### src/rtl/cursor_pkg.sv
// Shared types and constants for the cursor/rectangle overlay control path.
// State and direction encodings here are relied on by the LED debug outputs.
package cursor_pkg;

  localparam int COORD_W = 13;

  typedef enum logic [1:0] {
    R_OFF   = 2'd0,
    R_READY = 2'd1,
    R_LOCK1 = 2'd2,
    R_LOCK2 = 2'd3
  } rect_state_e;

  typedef enum logic [2:0] {
    DIR_NONE  = 3'd0,
    DIR_LEFT  = 3'd1,
    DIR_UP    = 3'd2,
    DIR_DOWN  = 3'd3,
    DIR_RIGHT = 3'd4
  } dir_e;

  // pressed is active-high: [3] left, [2] up, [1] down, [0] right
  function automatic dir_e pick_dir(input logic [3:0] pressed);
    dir_e d;
    d = DIR_NONE;
    if (pressed[3])      d = DIR_LEFT;
    else if (pressed[2]) d = DIR_UP;
    else if (pressed[1]) d = DIR_DOWN;
    else if (pressed[0]) d = DIR_RIGHT;
    return d;
  endfunction

endpackage

### src/rtl/cursor_rect_ctrl_if.sv
// Cursor/rectangle bundle handed from the control sequencer to the overlay datapath.
// No handshake: fields are registered and always current; the overlay draws the
// rectangle only while rect_valid=1, and the bounds are stable whenever it is high.
interface cursor_rect_ctrl_if;
  import cursor_pkg::*;

  logic [COORD_W-1:0] c_row;
  logic [COORD_W-1:0] c_col;
  logic [COORD_W-1:0] rect_min_row;
  logic [COORD_W-1:0] rect_max_row;
  logic [COORD_W-1:0] rect_min_col;
  logic [COORD_W-1:0] rect_max_col;
  logic               rect_valid;
  logic [1:0]         rect_state;

  modport master (
    output c_row, c_col, rect_min_row, rect_max_row,
           rect_min_col, rect_max_col, rect_valid, rect_state
  );

  modport slave (
    input  c_row, c_col, rect_min_row, rect_max_row,
           rect_min_col, rect_max_col, rect_valid, rect_state
  );
endinterface

### src/rtl/cursor_rect_ctrl_key_debounce.sv
// Two-flop synchronizer followed by a stable-count filter for one switch or key.
// The accepted level flips only after DEBOUNCE_CYCLES consecutive disagreeing samples.
module key_debounce #(
  parameter int   DEBOUNCE_CYCLES = 500000,
  parameter logic RESET_VAL       = 1'b1
) (
  input  logic clk,
  input  logic reset,
  input  logic raw,
  output logic stable
);

  localparam int CW = (DEBOUNCE_CYCLES > 1) ? $clog2(DEBOUNCE_CYCLES) : 1;

  logic          sync_0;
  logic          sync_1;
  logic [CW-1:0] cnt;

  always_ff @(posedge clk) begin
    if (reset) begin
      sync_0 <= RESET_VAL;
      sync_1 <= RESET_VAL;
      stable <= RESET_VAL;
      cnt    <= '0;
    end else begin
      sync_0 <= raw;
      sync_1 <= sync_0;
      if (sync_1 == stable) begin
        cnt <= '0;
      end else if (cnt == CW'(DEBOUNCE_CYCLES - 1)) begin
        stable <= sync_1;
        cnt    <= '0;
      end else begin
        cnt <= cnt + CW'(1);
      end
    end
  end

endmodule

### src/rtl/cursor_rect_ctrl.sv
// Key-driven cursor with auto-repeat and wrap-around, plus the rectangle corner-lock FSM.
// Everything runs on CLOCK_50; outputs are registered for the overlay pixel datapath.
module cursor_rect_ctrl
  import cursor_pkg::*;
#(
  parameter int H_LIMIT         = 640,
  parameter int V_LIMIT         = 480,
  parameter int VELOCITY        = 8,
  parameter int DEBOUNCE_CYCLES = 500000,
  parameter int REPEAT_DELAY    = 12500000,
  parameter int REPEAT_PERIOD   = 2097152,
  parameter int HOME_ROW        = 240,
  parameter int HOME_COL        = 320
) (
  input  logic                      CLOCK_50,
  input  logic                      reset,
  input  logic [3:0]                KEY,
  input  logic                      cursor_en,
  input  logic                      draw_en,
  input  logic                      lock_sw,
  cursor_rect_ctrl_if.master        ovl
);

  localparam logic [COORD_W-1:0] H_L   = COORD_W'(H_LIMIT);
  localparam logic [COORD_W-1:0] V_L   = COORD_W'(V_LIMIT);
  localparam logic [COORD_W-1:0] VEL   = COORD_W'(VELOCITY);
  localparam logic [COORD_W-1:0] H_ROW = COORD_W'(HOME_ROW);
  localparam logic [COORD_W-1:0] H_COL = COORD_W'(HOME_COL);
  localparam int REP_MAX = (REPEAT_DELAY > REPEAT_PERIOD) ? REPEAT_DELAY : REPEAT_PERIOD;
  localparam int RW      = $clog2(REP_MAX + 1);

  logic [1:0] cen_sync, draw_sync;
  logic       cen_s, draw_s;

  always_ff @(posedge CLOCK_50) begin
    if (reset) begin
      cen_sync  <= '0;
      draw_sync <= '0;
    end else begin
      cen_sync  <= {cen_sync[0], cursor_en};
      draw_sync <= {draw_sync[0], draw_en};
    end
  end
  assign cen_s  = cen_sync[1];
  assign draw_s = draw_sync[1];

  logic [3:0] key_stable;
  logic       lock_db;

  for (genvar k = 0; k < 4; k++) begin : g_key
    key_debounce #(.DEBOUNCE_CYCLES(DEBOUNCE_CYCLES), .RESET_VAL(1'b1)) u_key (
      .clk(CLOCK_50), .reset(reset), .raw(KEY[k]), .stable(key_stable[k])
    );
  end

  key_debounce #(.DEBOUNCE_CYCLES(DEBOUNCE_CYCLES), .RESET_VAL(1'b0)) u_lock (
    .clk(CLOCK_50), .reset(reset), .raw(lock_sw), .stable(lock_db)
  );

  // Auto-repeat: immediate tick on a new direction, then REPEAT_DELAY, then every REPEAT_PERIOD.
  dir_e          dir, prev_dir;
  logic [RW-1:0] rep_cnt;
  logic          tick;

  assign dir  = pick_dir(~key_stable);
  assign tick = (dir != DIR_NONE) && ((dir != prev_dir) || (rep_cnt == '0));

  always_ff @(posedge CLOCK_50) begin
    if (reset) begin
      prev_dir <= DIR_NONE;
      rep_cnt  <= '0;
    end else begin
      prev_dir <= dir;
      if (dir == DIR_NONE)        rep_cnt <= '0;
      else if (dir != prev_dir)   rep_cnt <= RW'(REPEAT_DELAY - 1);
      else if (rep_cnt == '0)     rep_cnt <= RW'(REPEAT_PERIOD - 1);
      else                        rep_cnt <= rep_cnt - RW'(1);
    end
  end

  logic [COORD_W-1:0] c_row, c_col;

  always_ff @(posedge CLOCK_50) begin
    if (reset || !cen_s) begin
      c_row <= H_ROW;
      c_col <= H_COL;
    end else if (tick) begin
      case (dir)
        DIR_LEFT:  c_col <= (c_col >= VEL) ? c_col - VEL : c_col + (H_L - VEL);
        DIR_RIGHT: c_col <= (c_col + VEL < H_L) ? c_col + VEL : c_col + VEL - H_L;
        DIR_UP:    c_row <= (c_row >= VEL) ? c_row - VEL : c_row + (V_L - VEL);
        DIR_DOWN:  c_row <= (c_row + VEL < V_L) ? c_row + VEL : c_row + VEL - V_L;
        default: ;
      endcase
    end
  end

  // Rectangle lock FSM
  rect_state_e state, state_nx;
  logic        lock_prev, lock_rise, lock_fall;
  logic        cap_p1, cap_p2;

  always_ff @(posedge CLOCK_50) begin
    if (reset) begin
      state     <= R_OFF;
      lock_prev <= 1'b0;
    end else begin
      state     <= state_nx;
      lock_prev <= lock_db;
    end
  end

  assign lock_rise = lock_db & ~lock_prev;
  assign lock_fall = ~lock_db & lock_prev;

  always_comb begin
    state_nx = state;
    cap_p1   = 1'b0;
    cap_p2   = 1'b0;
    if (!cen_s || !draw_s) begin
      state_nx = R_OFF;
    end else begin
      case (state)
        R_OFF:   state_nx = R_READY;
        R_READY: if (lock_rise) begin cap_p1 = 1'b1; state_nx = R_LOCK1; end
        R_LOCK1: if (lock_fall) begin cap_p2 = 1'b1; state_nx = R_LOCK2; end
        R_LOCK2: if (lock_rise) begin cap_p1 = 1'b1; state_nx = R_LOCK1; end
        default: state_nx = R_OFF;
      endcase
    end
  end

  // Corners take the position register as it stands, i.e. before a same-cycle move lands.
  logic [COORD_W-1:0] p1_row, p1_col, p2_row, p2_col;
  logic [COORD_W-1:0] min_row, max_row, min_col, max_col;
  logic               rect_valid, bounds_pend;

  always_ff @(posedge CLOCK_50) begin
    if (reset || state_nx == R_OFF) begin
      p1_row <= '0; p1_col <= '0; p2_row <= '0; p2_col <= '0;
      min_row <= '0; max_row <= '0; min_col <= '0; max_col <= '0;
      rect_valid  <= 1'b0;
      bounds_pend <= 1'b0;
    end else if (cap_p1) begin
      p1_row      <= c_row;
      p1_col      <= c_col;
      rect_valid  <= 1'b0;
      bounds_pend <= 1'b0;
    end else if (cap_p2) begin
      p2_row      <= c_row;
      p2_col      <= c_col;
      bounds_pend <= 1'b1;
    end else if (bounds_pend) begin
      min_row     <= (p1_row < p2_row) ? p1_row : p2_row;
      max_row     <= (p1_row < p2_row) ? p2_row : p1_row;
      min_col     <= (p1_col < p2_col) ? p1_col : p2_col;
      max_col     <= (p1_col < p2_col) ? p2_col : p1_col;
      rect_valid  <= 1'b1;
      bounds_pend <= 1'b0;
    end
  end

  assign ovl.c_row        = c_row;
  assign ovl.c_col        = c_col;
  assign ovl.rect_min_row = min_row;
  assign ovl.rect_max_row = max_row;
  assign ovl.rect_min_col = min_col;
  assign ovl.rect_max_col = max_col;
  assign ovl.rect_valid   = rect_valid;
  assign ovl.rect_state   = state;

endmodule

### src/flat_wrapper.sv
// flat-port wrapper written by rule: the top's interface ports become plain ports
module cursor_rect_ctrl_flat import cursor_pkg::*;
#(
  parameter int H_LIMIT         = 640,
  parameter int V_LIMIT         = 480,
  parameter int VELOCITY        = 8,
  parameter int DEBOUNCE_CYCLES = 500000,
  parameter int REPEAT_DELAY    = 12500000,
  parameter int REPEAT_PERIOD   = 2097152,
  parameter int HOME_ROW        = 240,
  parameter int HOME_COL        = 320
)
  (CLOCK_50, reset, KEY, cursor_en, draw_en, lock_sw, ovl_c_row, ovl_c_col, ovl_rect_min_row, ovl_rect_max_row, ovl_rect_min_col, ovl_rect_max_col, ovl_rect_valid, ovl_rect_state);
  cursor_rect_ctrl_if ovl_i ();
  input  logic CLOCK_50;
  input  logic reset;
  input  logic [3:0] KEY;
  input  logic cursor_en;
  input  logic draw_en;
  input  logic lock_sw;
  output wire logic [$bits(ovl_i.c_row)-1:0] ovl_c_row;
  output wire logic [$bits(ovl_i.c_col)-1:0] ovl_c_col;
  output wire logic [$bits(ovl_i.rect_min_row)-1:0] ovl_rect_min_row;
  output wire logic [$bits(ovl_i.rect_max_row)-1:0] ovl_rect_max_row;
  output wire logic [$bits(ovl_i.rect_min_col)-1:0] ovl_rect_min_col;
  output wire logic [$bits(ovl_i.rect_max_col)-1:0] ovl_rect_max_col;
  output wire logic [$bits(ovl_i.rect_valid)-1:0] ovl_rect_valid;
  output wire logic [$bits(ovl_i.rect_state)-1:0] ovl_rect_state;
  assign ovl_c_row = ovl_i.c_row;
  assign ovl_c_col = ovl_i.c_col;
  assign ovl_rect_min_row = ovl_i.rect_min_row;
  assign ovl_rect_max_row = ovl_i.rect_max_row;
  assign ovl_rect_min_col = ovl_i.rect_min_col;
  assign ovl_rect_max_col = ovl_i.rect_max_col;
  assign ovl_rect_valid = ovl_i.rect_valid;
  assign ovl_rect_state = ovl_i.rect_state;
  cursor_rect_ctrl #(.H_LIMIT(H_LIMIT), .V_LIMIT(V_LIMIT), .VELOCITY(VELOCITY), .DEBOUNCE_CYCLES(DEBOUNCE_CYCLES), .REPEAT_DELAY(REPEAT_DELAY), .REPEAT_PERIOD(REPEAT_PERIOD), .HOME_ROW(HOME_ROW), .HOME_COL(HOME_COL)) u_core (.CLOCK_50(CLOCK_50), .reset(reset), .KEY(KEY), .cursor_en(cursor_en), .draw_en(draw_en), .lock_sw(lock_sw), .ovl(ovl_i));
endmodule
### config.mk
export PLATFORM = sky130hd
export DESIGN_NAME = cursor_rect_ctrl_flat
export DESIGN_NICKNAME = d
export VERILOG_FILES = /design/src/rtl/cursor_pkg.sv /design/src/rtl/cursor_rect_ctrl_if.sv /design/src/rtl/cursor_rect_ctrl_key_debounce.sv /design/src/rtl/cursor_rect_ctrl.sv /design/src/flat_wrapper.sv
export SDC_FILE = /design/constraint.sdc
export NUM_CORES = 1
export LEC_CHECK = 0
export BUFFER_PORTS_ARGS = -buffer_cell sky130_fd_sc_hd__buf_2
export CAP_MARGIN = 20
export CORE_MARGIN = 4
export CORE_UTILIZATION = 45
export CTS_BUF_LIST = sky130_fd_sc_hd__clkbuf_8
export CTS_CLUSTER_DIAMETER = 60
export DETAILED_ROUTE_END_ITERATION = 6
export GPL_TIMING_DRIVEN = 0
export HOLD_SLACK_MARGIN = 0.15
export SLEW_MARGIN = 20
export SYNTH_ARGS = -nofsm -noshare
export SYNTH_HDL_FRONTEND = slang
export SYNTH_SLANG_ARGS = --single-unit
### constraint.sdc
create_clock -name CLOCK_50 -period 4.4 [get_ports CLOCK_50]
set_input_delay 0.88 -clock CLOCK_50 [delete_from_list [all_inputs] [get_ports CLOCK_50]]
set_output_delay 0.88 -clock CLOCK_50 [all_outputs]
set_load 0.05 [all_outputs]
# Word level (Yosys, flattened, before mapping)
# Index checks and enable logic that the tools add are counted.
[word_totals]
output_inout_bits = 81
elab_cells = 151
in_bits = 9
register_bits = 276
[op_classes]
bitwise_logic = 12
n_eq_ne = 18
reduce_logical = 34
order_cmp = 6
mux = 27
add_sub_neg = 14
[op_table]
columns = ["cell", "n"]
rows = [
  ["$mux 13", 8],
  ["$add 19x1->19 const B", 5],
  ["$eq 19x19->1 const B", 5],
  ["$pmux 13 s2", 2],
  ["$mux 24", 2],
  ["$add 13x4->13 const B", 2],
  ["$ge 13x4->1 const B", 2],
  ["$lt 13x13->1", 2],
  ["$sub 13x4->13 const B", 2],
  ["$logic_not 24->1", 1],
  ["$sub 24x1->24 const B", 1],
  ["$reduce_and 2->1", 9],
  ["$reduce_or 3->1", 6],
  ["$add 13x10->13 const B", 1],
  ["$add 13x9->13 const B", 1],
  ["$lt 13x10->1 const B", 1],
  ["$lt 13x9->1 const B", 1],
  ["$sub 13x10->13 const B", 1],
  ["$sub 13x9->13 const B", 1],
  ["$mux 3", 4],
  ["$not 1->1", 9],
  ["$mux 1", 7],
  ["$eq 3x2->1 const B", 2],
  ["$mux 2", 3],
  ["other kinds (19)", 33],
]

# Depth between registers and ports, before layout
# Gate-level depths: netlist (run 1).
[logic_depth]
depth_word = 9
ltp_mapped = 11
ltp_nobuf = 9

# By module
# Synthesis (run 1) repeated with hierarchy kept, for this count alone.
[unflattened]
cells_unflattened = 1467
hier_area_um2 = 12553.3
[modules_own_cells]
columns = ["mod", "area_each_um2", "seq_area_each_um2", "cells_per_inst", "n_inst"]
rows = [
  ["cursor_rect_ctrl", 7268.2, 2722.6, 916, 1],
  ["key_debounce (u_core.g_key[0].u_key ...)", 1051.0, 440.4, 110, 4],
  ["key_debounce (u_core.u_lock)", 1081.0, 440.4, 111, 1],
]

# Worst setup path after synthesis (run 1)
# OpenSTA, ideal clock, no wires.
[synth_timing]
path_kind = "flip-flop to flip-flop"
startpoint = "register u_core.c_row[3] (netlist: u_core.ovl.c_row[3])"
endpoint = "register u_core.c_row[5] (netlist: u_core.ovl.c_row[5])"
arrival_ns = 2.731
t_required_ns = 4.259
path_stages_with_launch = 11
setup_ns = 0.141
n_path_buf = 1
path_slack_ns = 1.528
cell_sequence = "dfxtp_1 -> ha_1 -> clkbuf_1 -> nand3_1 -> a2111o_1 -> a32oi_1 -> a21boi_1 -> xnor2_1 -> nand2_1 -> a21oi_1 -> o221ai_1"
[synth_between]
elab_chain_cells = 4
word_cells_on_any_way = 9
[synth_lines]
columns = ["item", "line", "source"]
rows = [
  ["start: declaration", "cursor_rect_ctrl.sv:81", "logic [COORD_W-1:0] c_row, c_col;"],
  ["start signal: assignment", "cursor_rect_ctrl.sv:91", "DIR_UP: c_row <= (c_row >= VEL) ? c_row - VEL : c_row + (V_L - VEL);"],
  ["start signal: assignment", "cursor_rect_ctrl.sv:92", "DIR_DOWN: c_row <= (c_row + VEL < V_L) ? c_row + VEL : c_row + VEL - V_L;"],
  ["$add 13x4->13", "cursor_rect_ctrl.sv:92", ""],
  ["$sub 13x9->13 / $lt 13x9->1 (equally long branches)", "cursor_rect_ctrl.sv:92", ""],
  ["$mux 13", "cursor_rect_ctrl.sv:92", ""],
  ["$pmux 13 s2 *", "cursor_rect_ctrl.sv:88", "case (dir)"],
]
# Every way passes the cells marked *; elsewhere a longest branch is shown, timed or not.
# A chain may end at the register's enable or synchronous reset.

# Worst setup path in the final report (run 1)
[layout_timing]
startpoint = "register u_core.c_row[5] (netlist: u_core.ovl.c_row[5])"
endpoint = "register u_core.c_row[5] (netlist: u_core.ovl.c_row[5])"
# The elaborated chain is that of the path after synthesis.

==> results.cfg, run 1 <==
[die]
die_height_um = 170
die_w_um = 170
dieArea_um2 = 28800
placementRows = 58
start_util_pct = 46.2
pin_count = 90
core_area_um2 = 25500

[power]
cellLeakagePower_nw = 4.84
total_power_mw = 4.32
ir_worst_vdd_uv = 213
cellPowerDensity_nw_per_um2 = 321

[route]
postRouteAntennaNets = 0
drt-initial-drc-count = 685
drc = 0
wl_per_cell_um = 13.2
vias_per_cell = 5.04
vias = 9761
wl_um = 25500
drtPass1Iterations = 7

[sta]
worst_pin_slew_ns = 0.727
final.setup.tns_ns = 0
period_share_pct = 73.4
finalSetupViolations = 0
fmax_mhz = 310
maxSlewHeadroom_pct = 51.2
rsz0062_at_grt = false
clock_skew_ns = 0.00928
final.min_clock_period_ns = 3.23
slew_violations = 0
hold_viol = 0

[global_route]
antenna_found_initial = 0
grt_pass1_wl_um = 42900
grt-ovfl-total = 0
grt_max_degree = 11
grt_pass1_vias = 8985
grtUsageTotal_pct = 17.4

[clock_network]
insertion_delay_ns = 0.53
cts-root-buf = clkbuf_8
cts.clk_slew.worst_paths_ns = 0.06
cts_num_sinks = 246
cts_tree = yes
cts_resized = 0
cts_inserted_buffers = 43
cts_buffer_depth = 3
postCtsSetupBuffers = 0
htreeDepth = 2
ctsHoldBuffers = 0

[final_layout]
syn2layout_area_growth_pct = 14.1
diodes = 0
final_nets = 1621
filler_cell_count = 2502
drive_above_1_share_pct = 10.7

[place]
gp_congestion = 0.899
portBuffers = 71
hpwl_um = 18600

[setup_path]
critical_path.max_fanout = 10
cp-start-kind = register
critical_path_required_ns = 4.78
crit_type = register to register
crit_arrival_ns = 3.61
worst_setup_path_end_kind = register

[yosys]
ys_ff_latch = 246
synth-seq-area-share_pct = 41.8
synth_edf_count = 0
synth_warnings = 0
synth_area_um2 = 11800
ys_types = 66
syn_avg_cell_area_um2 = 8.14
ys.flop_type = dfxtp_1
syn_inst = 1446
synthArstFlopShare_pct = 0

[worst_hold_path]
hp-class = register to register

[run_status]
status = finished clean

[flow_run]
cap_violations = 0
[final timing paths]
| check | cells past startpoint | slack (ns) | startpoint | to |
|---|---|---|---|---|
| setup / recovery | 9 | 1.17 | u_core.ovl.c_row[5] | u_core.ovl.c_row[5] |
| hold / removal | 1 | 0.41 | u_core.g_key[3].u_key.sync_0 | u_core.g_key[3].u_key.sync_1 |
| setup reg to reg | 9 | 1.17 | u_core.ovl.c_row[5] | u_core.ovl.c_row[5] |
| hold reg to reg | 1 | 0.41 | u_core.g_key[3].u_key.sync_0 | u_core.g_key[3].u_key.sync_1 |
[layout make-up]
type,count,area (um2),area share (%)
plain buffers,96,442,3.29
clock buffers,56,771,5.74
clock inverters,15,57.6,0.429
inverters,42,158,1.17
multi-input cells,1079,6310,47.0
flip-flops and latches,246,4920,36.7
well taps,330,413,3.07
repair buffers,71,355,2.65
[cells by family (layout without fill, tap and decap cells)]
family          after synthesis  after routing  synth area share (%)
xor+xnor                    134            134                  9.97
fa+ha+maj                    33             33                  3.51
flops                       246            246                  41.8
other cells                   1             18                0.0319
mux                          44             44                  3.75
buf+inv                     138            280                  5.09
simple gates                611            611                  24.2
compound gates              239            239                  11.6
[power breakdown]
group,total (mW),internal [mW],switching (mW)
sequential,2.24,2.24,0.00386
combinational,0.0781,0.0219,0.0562
clock,2.00,1.12,0.876
[registers in the layout, summed over array words and instances, names as in the netlist, 3 cells and up]
| signal | flops |
|---|---|
| u_core.g_key.u_key.stable | 4 |
| u_core.g_key.u_key.sync_1 | 4 |
| u_core.ovl.rect_min_col | 10 |
| u_core.ovl.c_col | 10 |
| u_core.p1_col | 10 |
| u_core.ovl.rect_max_col | 10 |
| u_core.p1_row | 10 |
| u_core.g_key.u_key.sync_0 | 4 |
| u_core.rep_cnt | 24 |
| u_core.p2_col | 10 |
| u_core.ovl.rect_max_row | 10 |
| u_core.prev_dir | 3 |
| u_core.ovl.c_row | 10 |
| u_core.g_key.u_key.cnt | 76 |
| u_core.u_lock.cnt | 19 |
| u_core.ovl.rect_min_row | 10 |
| u_core.p2_row | 10 |
[worst max-delay path: stages (launching register included)]
cell and delay [ns]:
dfxtp_1 0.50, clkbuf_1 0.42, nand3_1 0.27, a2111o_1 0.41, a32oi_1 0.32, a21boi_1 0.57, xnor2_1 0.22, nand2_1 0.09
a21oi_1 0.15, o221ai_1 0.13
[routing by layer]
metal	track usage [%]	part of all wire (%)
met5	0	0
met4	5.88	2.5
met3	3.38	4.9
met2	27.9	45
met1	23.4	48
[placed cells by master, fill, tap and decap left out, types with 22 or more instances in the layout]
cell and count:
xor2_1 63, nand3_1 57, o21ai_1 29, nor2_1 179, and3_1 22, nand2_1 201, nor3_1 23, inv_1 56
a21oi_1 107, mux2i_1 43, o21ai_0 44, nand4_1 25, clkbuf_1 67, xnor2_1 71, dfxtp_1 246, buf_2 76
clkbuf_8 56, ha_1 33
[Yosys cell counts (all sizes together), types with 7 or more instances]
library cell	count	area, um2
dfxtp	246	4920
nand2	201	754
nor2	180	678
a21oi	108	544
o21ai	73	365
xnor2	71	622
clkbuf	67	251
xor2	63	552
nand3	57	285
mux2i	43	430
inv	42	158
ha	33	413
buf	29	190
nand4	25	156
nor3	23	115
and3	22	138
nor2b	18	113
or3	18	123
nor4	14	87.6
or2	14	87.6
nand2b	9	56.3
o211ai	7	52.6
[per-stage QoR]
step                setup slack (ns)  hold WS (ns)  instance area [um2]  util [%]  instances
floorplan                       1.53         0.389                11800         -       1463
global placement                1.28         0.396                12600      49.5       1864
detailed placement              1.27         0.395                12600      49.5       1864
CTS                             1.23         0.409                13400      52.7       1935
global route                   0.973         0.421                13400      52.7       1935
finish                          1.17         0.406                13400      52.7       1935
Power figures use the tool's default switching activity.
==> run 2, diff against run 1 <==
clock period = 3.2 ns   (was 4.4 ns; I/O delays follow)
==> run 2 against run 1 <==
Compared with the run above:
- via count fell by 0.13%
- highest routed layer unchanged
- largest cell class unchanged
- largest power group unchanged
- maximum frequency up 7.6%
- core utilization about the same
- critical endpoint is now u_core.ovl.c_col[10]
==> results.cfg, run 2 (synthesized netlist as in run 1, its figures left out) <==
[power]
power.internal_mw = 4.65
ir_worst_vdd_uv = 293
clockPowerShare_pct = 46.3
cellPowerDensity_nw_per_um2 = 442
power_frac_comb_pct = 1.8
power.switching_mw = 1.29
seqPwrFrac_pct = 51.9
switching_share_pct = 21.7
cellLeakagePower_nw = 4.84

[clock_network]
cts_tree = yes
cts-root-buf = clkbuf_8
cts_inserted_buffers = 43
cts_buffer_depth = 3
htreeDepth = 2
postCtsSetupBuffers = 0
cts.clk_slew.worst_paths_ns = 0.05
insertion_delay_ns = 0.54
cts_num_sinks = 246

[place]
portBuffers = 71
gp_congestion = 0.899
dpl-instance-area_um2 = 12600
hpwl_um = 18600

[worst_hold_path]
hp-class = input port to register

[sta]
period_share_pct = 93.8
rsz0062_at_grt = false
final.setup.tns_ns = 0
fmax_mhz = 333
finalSetupViolations = 0
hold_viol = 0
worst_pin_slew_ns = 0.750
maxSlewHeadroom_pct = 49.6
clock_skew_ns = 0.00966
slew_violations = 0
final.min_clock_period_ns = 3.00

[final_layout]
largest_reg_flops = 76
design_area_um2 = 13400
drive_above_1_share_pct = 10.9
filler_cell_count = 2499
syn2layout_area_growth_pct = 14.2
layout.cells.most_common = dfxtp_1
max_flop_register = u_core.g_key.u_key.cnt
reg_top3 = u_core.g_key.u_key.cnt: 76 flops, u_core.rep_cnt: 24 flops, u_core.u_lock.cnt: 19 flops
diodes = 0
final_cell_mix = dfxtp_1 (246), nand2_1 (201), nor2_1 (179)
final_nets = 1620

[global_route]
grtUsageTotal_pct = 17.4
antenna_found_initial = 0
grt_pass1_vias = 8985
grt-ovfl-total = 0
grt_pass1_wl_um = 42900
grt_max_degree = 11

[die]
dieArea_um2 = 28800
start_util_pct = 46.2
core_area_um2 = 25500
placementRows = 58
pin_count = 90
die_w_um = 170
die_height_um = 170

[setup_path]
crit_type = register to register
cp_cell_sequence = or3_4, or3_1, or4_1, buf_2, a21oi_2, nor2_1, buf_2, o211ai_1, o31ai_1
slowest_stage = or4_1
critical_path_required_ns = 3.59
cp-start-kind = register
cp_common_cell = buf_2
crit_arrival_ns = 3.39
critPathMaxStageDelay_ns = 0.53
worst_setup_path_end_kind = register
critical_path.max_fanout = 10

[route]
wl_um = 25500
postRouteAntennaNets = 0
wl_per_cell_um = 13.2
vias_per_cell = 5.04
vias = 9748
drc = 0
drt-initial-drc-count = 588
drtPass1Iterations = 5

[run_status]
status = finished clean

[flow_run]
cap_violations = 0
-- run 2: cell types whose count changed in the layout (fill, tap and decap cells not counted) --
cell / delta
o22ai_1: -1
o22ai_2: +1
clkbuf_1: -2
a21boi_2: +1
a21boi_1: -1
clkbuf_2: +1
-- run 2: power groups by stage --
stage          logic, mW  clock network [mW]  registers (mW)
2_1_floorplan     0.0897                   0            3.14
3_3_place_gp       0.108                   0            3.15
3_5_place_dp       0.108                   0            3.15
4_1_cts            0.108                2.88            3.08
5_1_grt            0.116                3.02            3.08
6_report           0.108                2.75            3.08
-- run 2: worst max-delay path: cells and delay by family, from the launching register on --
family,cells,cell delay [ns]
and+or+nand+nor,4,1.53
AOI/OAI and AO/OA,3,0.58
buffers and inverters,2,0.44
DFF,1,0.32
-- run 2: layout make-up --
cell class,count,area [um2],area share (%)
tap,330,413,3.07
timing repair buffer,71,355,2.64
inverter,42,158,1.17
multi-input combinational,1079,6320,47.0
clock buffer,56,771,5.74
clock inverter,15,57.6,0.428
buffer,95,439,3.27
sequential,246,4920,36.7
-- run 2: repair_timing --
| item | 4_1_cts | 5_1_grt |
|---|---|---|
| hold buffers | 0 | 0 |
| endpoints found under the setup margin | 0 | 5 |
| gates resized for setup | 0 | 4 |
-- run 2: metrics by stage --
stage | setup slack, ns | cells | utilization [%] | power (mW) | hold WS (ns)
final | 0.199 | 1934 | 52.8 | 5.94 | 0.290
after global routing | 0.00104 | 1934 | 52.8 | 6.22 | 0.253
after CTS | 0.0301 | 1935 | 52.7 | 6.07 | 0.241
after detailed placement | 0.0651 | 1864 | 49.5 | 3.25 | 0.395
after global placement | 0.0849 | 1864 | 49.5 | 3.25 | 0.396
after floorplan | 0.328 | 1463 | - | 3.23 | 0.389
-- run 2: final timing paths --
check	start	endpoint	slack, ns	depth (start not counted)
min	KEY[2]	u_core.g_key[2].u_key.sync_0	0.29	2
max reg2reg	u_core.rep_cnt[18]	u_core.ovl.c_col[10]	0.20	9
max	u_core.rep_cnt[18]	u_core.ovl.c_col[10]	0.20	9
min reg2reg	u_core.g_key[3].u_key.sync_0	u_core.g_key[3].u_key.sync_1	0.41	1
-- run 2: metal layers --
metal	up-vias	global-route usage [%]	routed length, um
li1	5137	-	-
met1	4373	23.4	12200
met2	191	27.9	11400
met3	47	3.38	1200
met4	0	5.88	610
met5	-	0	0
